**src/rtl/mem_port_arbiter.sv**
```systemverilog
// Single-port memory scheduler shared by instruction fetch and data load/store.
// Each access runs WAIT_CYCLES+1 enable cycles, then a one-cycle acknowledge to the winner.
module mem_port_arbiter #(
    parameter int ADDR_W      = 32,
    parameter int DATA_W      = 32,
    parameter int WAIT_CYCLES = 2
) (
    input  logic              clk,
    input  logic              reset,
    input  logic              if_req,
    input  logic [ADDR_W-1:0] if_addr,
    output logic [DATA_W-1:0] if_rdata,
    output logic              if_ack,
    input  logic              d_req,
    input  logic              d_we,
    input  logic [ADDR_W-1:0] d_addr,
    input  logic [DATA_W-1:0] d_wdata,
    output logic [DATA_W-1:0] d_rdata,
    output logic              d_ack,
    output logic              mem_en,
    output logic              mem_we,
    output logic [ADDR_W-1:0] mem_addr,
    output logic [DATA_W-1:0] mem_wdata,
    input  logic [DATA_W-1:0] mem_rdata,
    output logic              busy
);

    localparam int              CNT_W    = (WAIT_CYCLES > 0) ? $clog2(WAIT_CYCLES + 1) : 1;
    localparam logic [CNT_W-1:0] CNT_LOAD = CNT_W'(WAIT_CYCLES);
    localparam logic [CNT_W-1:0] CNT_ONE  = CNT_W'(1);
    localparam logic            GNT_IF   = 1'b0;
    localparam logic            GNT_D    = 1'b1;

    typedef enum logic [1:0] {
        ST_IDLE   = 2'd0,
        ST_ACCESS = 2'd1,
        ST_RESP   = 2'd2
    } state_t;

    state_t              state_q, state_d;
    logic [CNT_W-1:0]    cnt_q, cnt_d;
    logic                last_grant_q, last_grant_d;
    logic                grant_sel_q, grant_sel_d;
    logic [ADDR_W-1:0]   mem_addr_q, mem_addr_d;
    logic [DATA_W-1:0]   mem_wdata_q, mem_wdata_d;
    logic                mem_we_q, mem_we_d;
    logic [DATA_W-1:0]   if_rdata_q, if_rdata_d;
    logic [DATA_W-1:0]   d_rdata_q, d_rdata_d;
    logic                mem_en_q, mem_en_d;
    logic                busy_q, busy_d;
    logic                if_ack_q, if_ack_d;
    logic                d_ack_q, d_ack_d;
    logic                grant_vld_s;
    logic                grant_port_s;
    logic                access_done_s;

    // Round-robin pick: on a conflict the port that did not win last time is served.
    always_comb begin
        grant_vld_s  = 1'b0;
        grant_port_s = GNT_IF;
        if (if_req && d_req) begin
            grant_vld_s  = 1'b1;
            grant_port_s = (last_grant_q == GNT_D) ? GNT_IF : GNT_D;
        end else if (if_req) begin
            grant_vld_s  = 1'b1;
            grant_port_s = GNT_IF;
        end else if (d_req) begin
            grant_vld_s  = 1'b1;
            grant_port_s = GNT_D;
        end else begin
            grant_vld_s  = 1'b0;
            grant_port_s = GNT_IF;
        end
    end

    assign access_done_s = (state_q == ST_ACCESS) && (cnt_q == {CNT_W{1'b0}});

    // Next-state, wait counter and grant bookkeeping.
    always_comb begin
        state_d      = state_q;
        cnt_d        = cnt_q;
        last_grant_d = last_grant_q;
        grant_sel_d  = grant_sel_q;
        case (state_q)
            ST_IDLE: begin
                if (grant_vld_s) begin
                    state_d      = ST_ACCESS;
                    cnt_d        = CNT_LOAD;
                    grant_sel_d  = grant_port_s;
                    last_grant_d = grant_port_s;
                end else begin
                    state_d = ST_IDLE;
                end
            end
            ST_ACCESS: begin
                if (access_done_s) begin
                    state_d = ST_RESP;
                end else begin
                    cnt_d = cnt_q - CNT_ONE;
                end
            end
            ST_RESP: begin
                state_d = ST_IDLE;
            end
            default: begin
                state_d = ST_IDLE;
                cnt_d   = {CNT_W{1'b0}};
            end
        endcase
    end

    // Request latching and read-data capture on the final access edge.
    always_comb begin
        mem_addr_d  = mem_addr_q;
        mem_wdata_d = mem_wdata_q;
        mem_we_d    = mem_we_q;
        if_rdata_d  = if_rdata_q;
        d_rdata_d   = d_rdata_q;
        if ((state_q == ST_IDLE) && grant_vld_s) begin
            if (grant_port_s == GNT_D) begin
                mem_addr_d  = d_addr;
                mem_wdata_d = d_wdata;
                mem_we_d    = d_we;
            end else begin
                mem_addr_d  = if_addr;
                mem_wdata_d = {DATA_W{1'b0}};
                mem_we_d    = 1'b0;
            end
        end else if (access_done_s) begin
            mem_we_d = 1'b0;
            if (!mem_we_q) begin
                if (grant_sel_q == GNT_IF) begin
                    if_rdata_d = mem_rdata;
                end else begin
                    d_rdata_d = mem_rdata;
                end
            end else begin
                d_rdata_d = d_rdata_q;
            end
        end else begin
            mem_we_d = (state_q == ST_ACCESS) ? mem_we_q : 1'b0;
        end
    end

    // Control outputs decoded from the upcoming state so they leave the flops aligned with it.
    always_comb begin
        mem_en_d = 1'b0;
        busy_d   = 1'b0;
        if_ack_d = 1'b0;
        d_ack_d  = 1'b0;
        case (state_d)
            ST_IDLE: begin
                busy_d = 1'b0;
            end
            ST_ACCESS: begin
                mem_en_d = 1'b1;
                busy_d   = 1'b1;
            end
            ST_RESP: begin
                busy_d   = 1'b1;
                if_ack_d = (grant_sel_d == GNT_IF);
                d_ack_d  = (grant_sel_d == GNT_D);
            end
            default: begin
                busy_d = 1'b0;
            end
        endcase
    end

    // State and output registers; reset abandons any transaction in flight.
    always_ff @(posedge clk or negedge reset) begin
        if (!reset) begin
            state_q      <= ST_IDLE;
            cnt_q        <= {CNT_W{1'b0}};
            last_grant_q <= GNT_D;
            grant_sel_q  <= GNT_IF;
            mem_addr_q   <= {ADDR_W{1'b0}};
            mem_wdata_q  <= {DATA_W{1'b0}};
            mem_we_q     <= 1'b0;
            if_rdata_q   <= {DATA_W{1'b0}};
            d_rdata_q    <= {DATA_W{1'b0}};
            mem_en_q     <= 1'b0;
            busy_q       <= 1'b0;
            if_ack_q     <= 1'b0;
            d_ack_q      <= 1'b0;
        end else begin
            state_q      <= state_d;
            cnt_q        <= cnt_d;
            last_grant_q <= last_grant_d;
            grant_sel_q  <= grant_sel_d;
            mem_addr_q   <= mem_addr_d;
            mem_wdata_q  <= mem_wdata_d;
            mem_we_q     <= mem_we_d;
            if_rdata_q   <= if_rdata_d;
            d_rdata_q    <= d_rdata_d;
            mem_en_q     <= mem_en_d;
            busy_q       <= busy_d;
            if_ack_q     <= if_ack_d;
            d_ack_q      <= d_ack_d;
        end
    end

    assign mem_en    = mem_en_q;
    assign mem_we    = mem_we_q;
    assign mem_addr  = mem_addr_q;
    assign mem_wdata = mem_wdata_q;
    assign if_rdata  = if_rdata_q;
    assign d_rdata   = d_rdata_q;
    assign if_ack    = if_ack_q;
    assign d_ack     = d_ack_q;
    assign busy      = busy_q;

endmodule

```
**config.mk**
```make
export PLATFORM = sky130hd
export DESIGN_NAME = mem_port_arbiter
export DESIGN_NICKNAME = d
export VERILOG_FILES = /design/src/rtl/mem_port_arbiter.sv
export SDC_FILE = /design/constraint.sdc
export NUM_CORES = 1
export LEC_CHECK = 0
export ABC_CLOCK_PERIOD_IN_PS = 2000
export CORE_MARGIN = 2
export CORE_UTILIZATION = 41
export CTS_CLUSTER_DIAMETER = 100
export CTS_CLUSTER_SIZE = 40
export DETAILED_ROUTE_END_ITERATION = 8
export GPL_ROUTABILITY_DRIVEN = 0
export PLACE_DENSITY = 0.78
export SLEW_MARGIN = 20
export SYNTH_ARGS = -nofsm -noshare
export SYNTH_HDL_FRONTEND = slang
export SYNTH_SLANG_ARGS = --single-unit
export TNS_END_PERCENT = 5
```
**constraint.sdc**
```tcl
create_clock -name clk -period 2 [get_ports clk]
set_input_delay 0.4 -clock clk [delete_from_list [all_inputs] [get_ports clk]]
set_output_delay 0.4 -clock clk [all_outputs]
set_load 0.02 [all_outputs]
```
Yosys cells after proc, flatten, opt, wreduce, memory -nomap -nowiden
Cells that the tools add are included.

storage, ports and cells
  register bits after elaboration = 139
  ROM bits = 0
  bits in writable memories = 0
  output and inout bits = 133
  memories kept = 0
  latch bits = 0

cells by class
  reduce and logical (&&, ||, !) cells = 10
  shift operators = 0
  multiplexer cells = 24
  equality and inequality tests = 7
  bitwise gates (word level) = 5
  $lt $le $gt $ge = 0
  multiply operators = 0
  add/sub/neg operators = 1
  div/mod/pow operators = 0

operators with widths
  cell                                                  number
  two-way mux 32 bit                                    2
  two-way mux 1 bit                                     17
  AND reduction 4 bit                                   2
  two-way mux 2 bit                                     3
  one-hot mux 2 bit (3 select lines)                    1
  NOT 1 bit                                             5
  equality test 2 x 1 -> 1 bit (second input constant)  2
  equality test 2 bit (second input constant)           2
  zero test 2 bit                                       2
  != test 2 bit (second input constant)                 2
  one-hot mux 2 bit (2 select lines)                    1
  logical AND 1 bit                                     3
  != test 3 x 2 -> 1 bit (second input constant)        1
  AND reduction 3 bit                                   1
  AND reduction 2 bit                                   1
  OR reduction 2 bit                                    1
  subtractor 2 x 1 -> 2 bit (second input constant)     1

Depth between registers and ports, before layout
  depth after elaboration = 8
  mapped depth = 7
  gate-level depth less buffers = 6

Least setup slack after synthesis
Ideal clock, no wire load.

  path kind = reg-to-reg
  start point = reg cnt_q[0]
  end point = reg d_rdata_q[10], in the netlist d_rdata[10]
  period minus slack after synthesis = 1.780 ns
  required time = 1.875 ns
  stages on the path, launching flop included = 8
  path slack = 0.220 ns
  data arrival time = 1.654 ns
  path through = dfrtp_1 -> inv_1 -> ha_1 -> nand3b_4 -> or3b_1 -> buf_2 -> buf_6 -> mux2_4

on the way
  word-level cells in the longest chain between the ends = 3

RTL lines
  what                           line  source
  start, declared                41    logic [CNT_W-1:0] cnt_q, cnt_d;
  start signal, assigned         174   cnt_q <= {CNT_W{1'b0}};
  start signal, assigned         188   cnt_q <= cnt_d;
  zero test 2 bit                76    assign access_done_s = (state_q == ST_ACCESS) && (cnt_q == {CNT_W{1'b0}});
  logical AND 1 bit              76
  AND reduction 4 bit (no line)  -
  end signal, assigned           181   d_rdata_q <= {DATA_W{1'b0}};
  end signal, assigned           195   d_rdata_q <= d_rdata_d;
  end, declared                  48    logic [DATA_W-1:0] d_rdata_q, d_rdata_d;

No other way between the ends.
A chain may end at the register's enable or synchronous reset.

Final worst setup path
  start point = reg mem_we_q, in the netlist mem_we
  end point = out mem_we

RTL lines
  what                    line  source
  start, declared         46    logic mem_we_q, mem_we_d;
  start signal, assigned  193   mem_we_q <= mem_we_d;
  end, declared           21    output logic mem_we,

No word-level cell between the ends.

==> metrics.txt <==
# diodes=0; Sw Ratio=33.9%; YS warnings=0; CTS Buf Count=17; Setup WS pre-CTS=-0.0206 ns; WP data required=1.60 ns; final wirelength=14.3 mm; Final Critical Period=1.91 ns; Die Width=122 um; Setup crit end kind=primary output; first-pass GRT wire length=22.5 mm; chip height=122 um; antenna viol nets, final=0; Flop pwr share=31.2%; core area=13700 um2; initial DRC count=198; status=complete, no violations; final setup vio count=0; Int Pwr=10.4 mW; Least-Margin Pin Slew=0.383 ns; max-cap violation count=0; FMAX=0.523 GHz; Worst Skew=0.00716 ns; Clock Power Share=20.2%; commonest non-fill, non-tap cell in the layout=clkdlybuf4s50_1; initial antenna violation count=0; Post-DP Area=8660 um2; fin area=9290 um2; Critical Path AT=1.51 ns; vias in the first global route=4380; Peak VDD IR=0.000820 V; drt wl/cell=17.3 um; commonest cells after routing, fill and taps aside=clkdlybuf4s50_1 (264), dfrtp_1 (138), mux2_2 (96); I/O pin cnt=266; final core utilization=67.7%; critical path's largest stage delay=0.69 ns; syn avg cell area=16.1 um2; number of fill cells in the layout=1006; Worst Path Max Fanout=4; P per Cell Area=1700 nW/um2; post-route DRC violation count=0; Slew Limit Fails=0; Initial DRT Pass Iterations=4; Post-DP HPWL=10.4 mm; Worst slew margin=74.5%; period utilisation layout=95.7%; synthesis-to-layout area growth=63.5%; Reg2Reg Launch Point=cnt_q[0]; Clock Latency Late Sink=0.41 ns; crit path buf inv count=1; detailed-route via count=4031; largest net degree at the start of global routing=39; synthesized instance count=353; #FFs+latches synth=139; Design Power=15.7 mW; IO Port Bufs=265; Initial Utilization=41.4%; Sink Count=139; Clock Path Buffers=2; Distinct cells, synth=30; CTS H-Tree Depth=4; net count after synthesis=489; Rows=43; CTS tree=done; combinational power share=48.6%; Hold Crit Class=in -> async; Mapped Area=5680 um2; worst setup path class=reg -> out; clk slew on worst S/H paths=0.06 ns; crit path from=mem_we; Avg Vias per Cell=4.89; critical path cell sequence=clkdlybuf4s50_1; # nets final=767; GRT Overall Usage=19.8%; slowest stage cell, crit path=clkdlybuf4s50_1; CP Launch Type=register; Hold Vio Cnt, Final=0; GRT overflow=0; sequential fraction of the synthesis area=61.3%; root buf cell=clkbuf_16; CP top delay family=buffers and inverters; post-route worst setup slack=0.0862 ns; Switch Pwr=5.34 mW; layout cell share with drive strength beyond 1=28.4%; RSZ-0062 raised after global routing=no; static leakage=4.02 nW; Die ar.=14800 um2
==> cell families after synthesis <==
kind of cell	after synthesis	share of synthesized area, %
buf+inv	28	2.73
flops	139	61.3
mux	128	27.4
fa+ha+maj	3	0.661
compound gates	42	6.21
simple gates	13	1.76
==> worst reg2reg max path: cells and delay by family, from the launching register on <==
kind	cells	cell delay, ns
adders and majority gates	1	0.22
and+or+nand+nor	2	0.56
muxes	1	0.36
buffers and inverters	2	0.28
DFF	1	0.39
==> path summary, 6_finish.rpt <==
kind | end | slack (ns) | depth (start not counted)
worst max-delay path | mem_we | 0.09 | 1
min in group clk | if_rdata[18] | 0.49 | 1
worst min-delay path | if_rdata[26] | 0.47 | 2
worst min register to register | if_rdata[18] | 0.49 | 1
max in group asynchronous | if_rdata[5] | 0.90 | 3
worst max register to register | d_rdata[29] | 0.09 | 6
==> registers in the layout, summed over array words and instances, names as in the netlist <==
register      count
busy              1
cnt_q             2
d_ack             1
d_rdata          32
grant_sel_q       1
if_ack            1
if_rdata         32
last_grant_q      1
mem_addr         32
mem_en            1
mem_wdata        32
mem_we            1
state_q           2
==> Yosys cell counts (all sizes together) <==
library cell | instances | area, um2
mux2 | 128 | 1550
a22o | 32 | 280
buf | 18 | 118
inv | 5 | 18.8
o22ai | 1 | 6.26
a21bo | 1 | 10.0
o31a | 1 | 8.76
a21o | 1 | 7.51
a32o | 1 | 10.0
nand2 | 2 | 7.51
ha | 3 | 37.5
nand3b | 1 | 20.0
o21ai | 2 | 10.0
a21oi | 1 | 5.00
or3b | 1 | 8.76
o211ai | 1 | 7.51
clkbuf | 5 | 18.8
nor2b | 1 | 6.26
or3 | 1 | 6.26
nor3b | 1 | 7.51
dfrtp | 138 | 3450
or2 | 1 | 6.26
nor3 | 3 | 30.0
nor2 | 2 | 7.51
o21a | 1 | 7.51
dfstp | 1 | 26.3
==> timing repair <==
action                                  CTS  global route
hold buffers                              1             0
endpoints found under the hold margin    34             0
endpoints found under the setup margin    0            29
setup buffers                             0             0
gates resized for setup                   0             1
==> routing by layer <==
layer	vias to the layer above	wire, um	track usage (%)
met3	18	1000	6.51
met1	2005	5610	23.4
met5	-	0	0
li1	1842	-	-
met2	166	7420	34.1
met4	0	237	6.97
==> stage by stage <==
step / instances / setup TNS (ns) / hold slack [ns]
CTS: 824 / 0 / 0.471
global placement: 791 / 0 / 0.335
floorplan: 353 / 0 / 0.104
global route: 824 / 0 / 0.494
finish: 824 / 0 / 0.474
detailed placement: 791 / -0.0688 / 0.336
==> power groups by stage <==
stage / sequential [mW] / clock [mW] / combinational (mW)
after global placement: 4.88 / 0 / 7.57
after CTS: 4.93 / 3.25 / 7.75
after global routing: 5.08 / 3.41 / 8.09
final: 4.92 / 3.18 / 7.65
after detailed placement: 4.94 / 0 / 7.72
after floorplan: 6.42 / 0 / 2.54
==> layout make-up <==
type	instances	area, um2	area share [%]
inverters	5	18.8	0.202
flip-flops and latches	139	3480	37.5
clock inverters	13	169	1.82
repair buffers	282	2880	31.1
multi-input cells	186	2070	22.2
clock buffers	19	443	4.77
well taps	180	225	2.43
No activity file was read; power rests on OpenSTA's default activity.
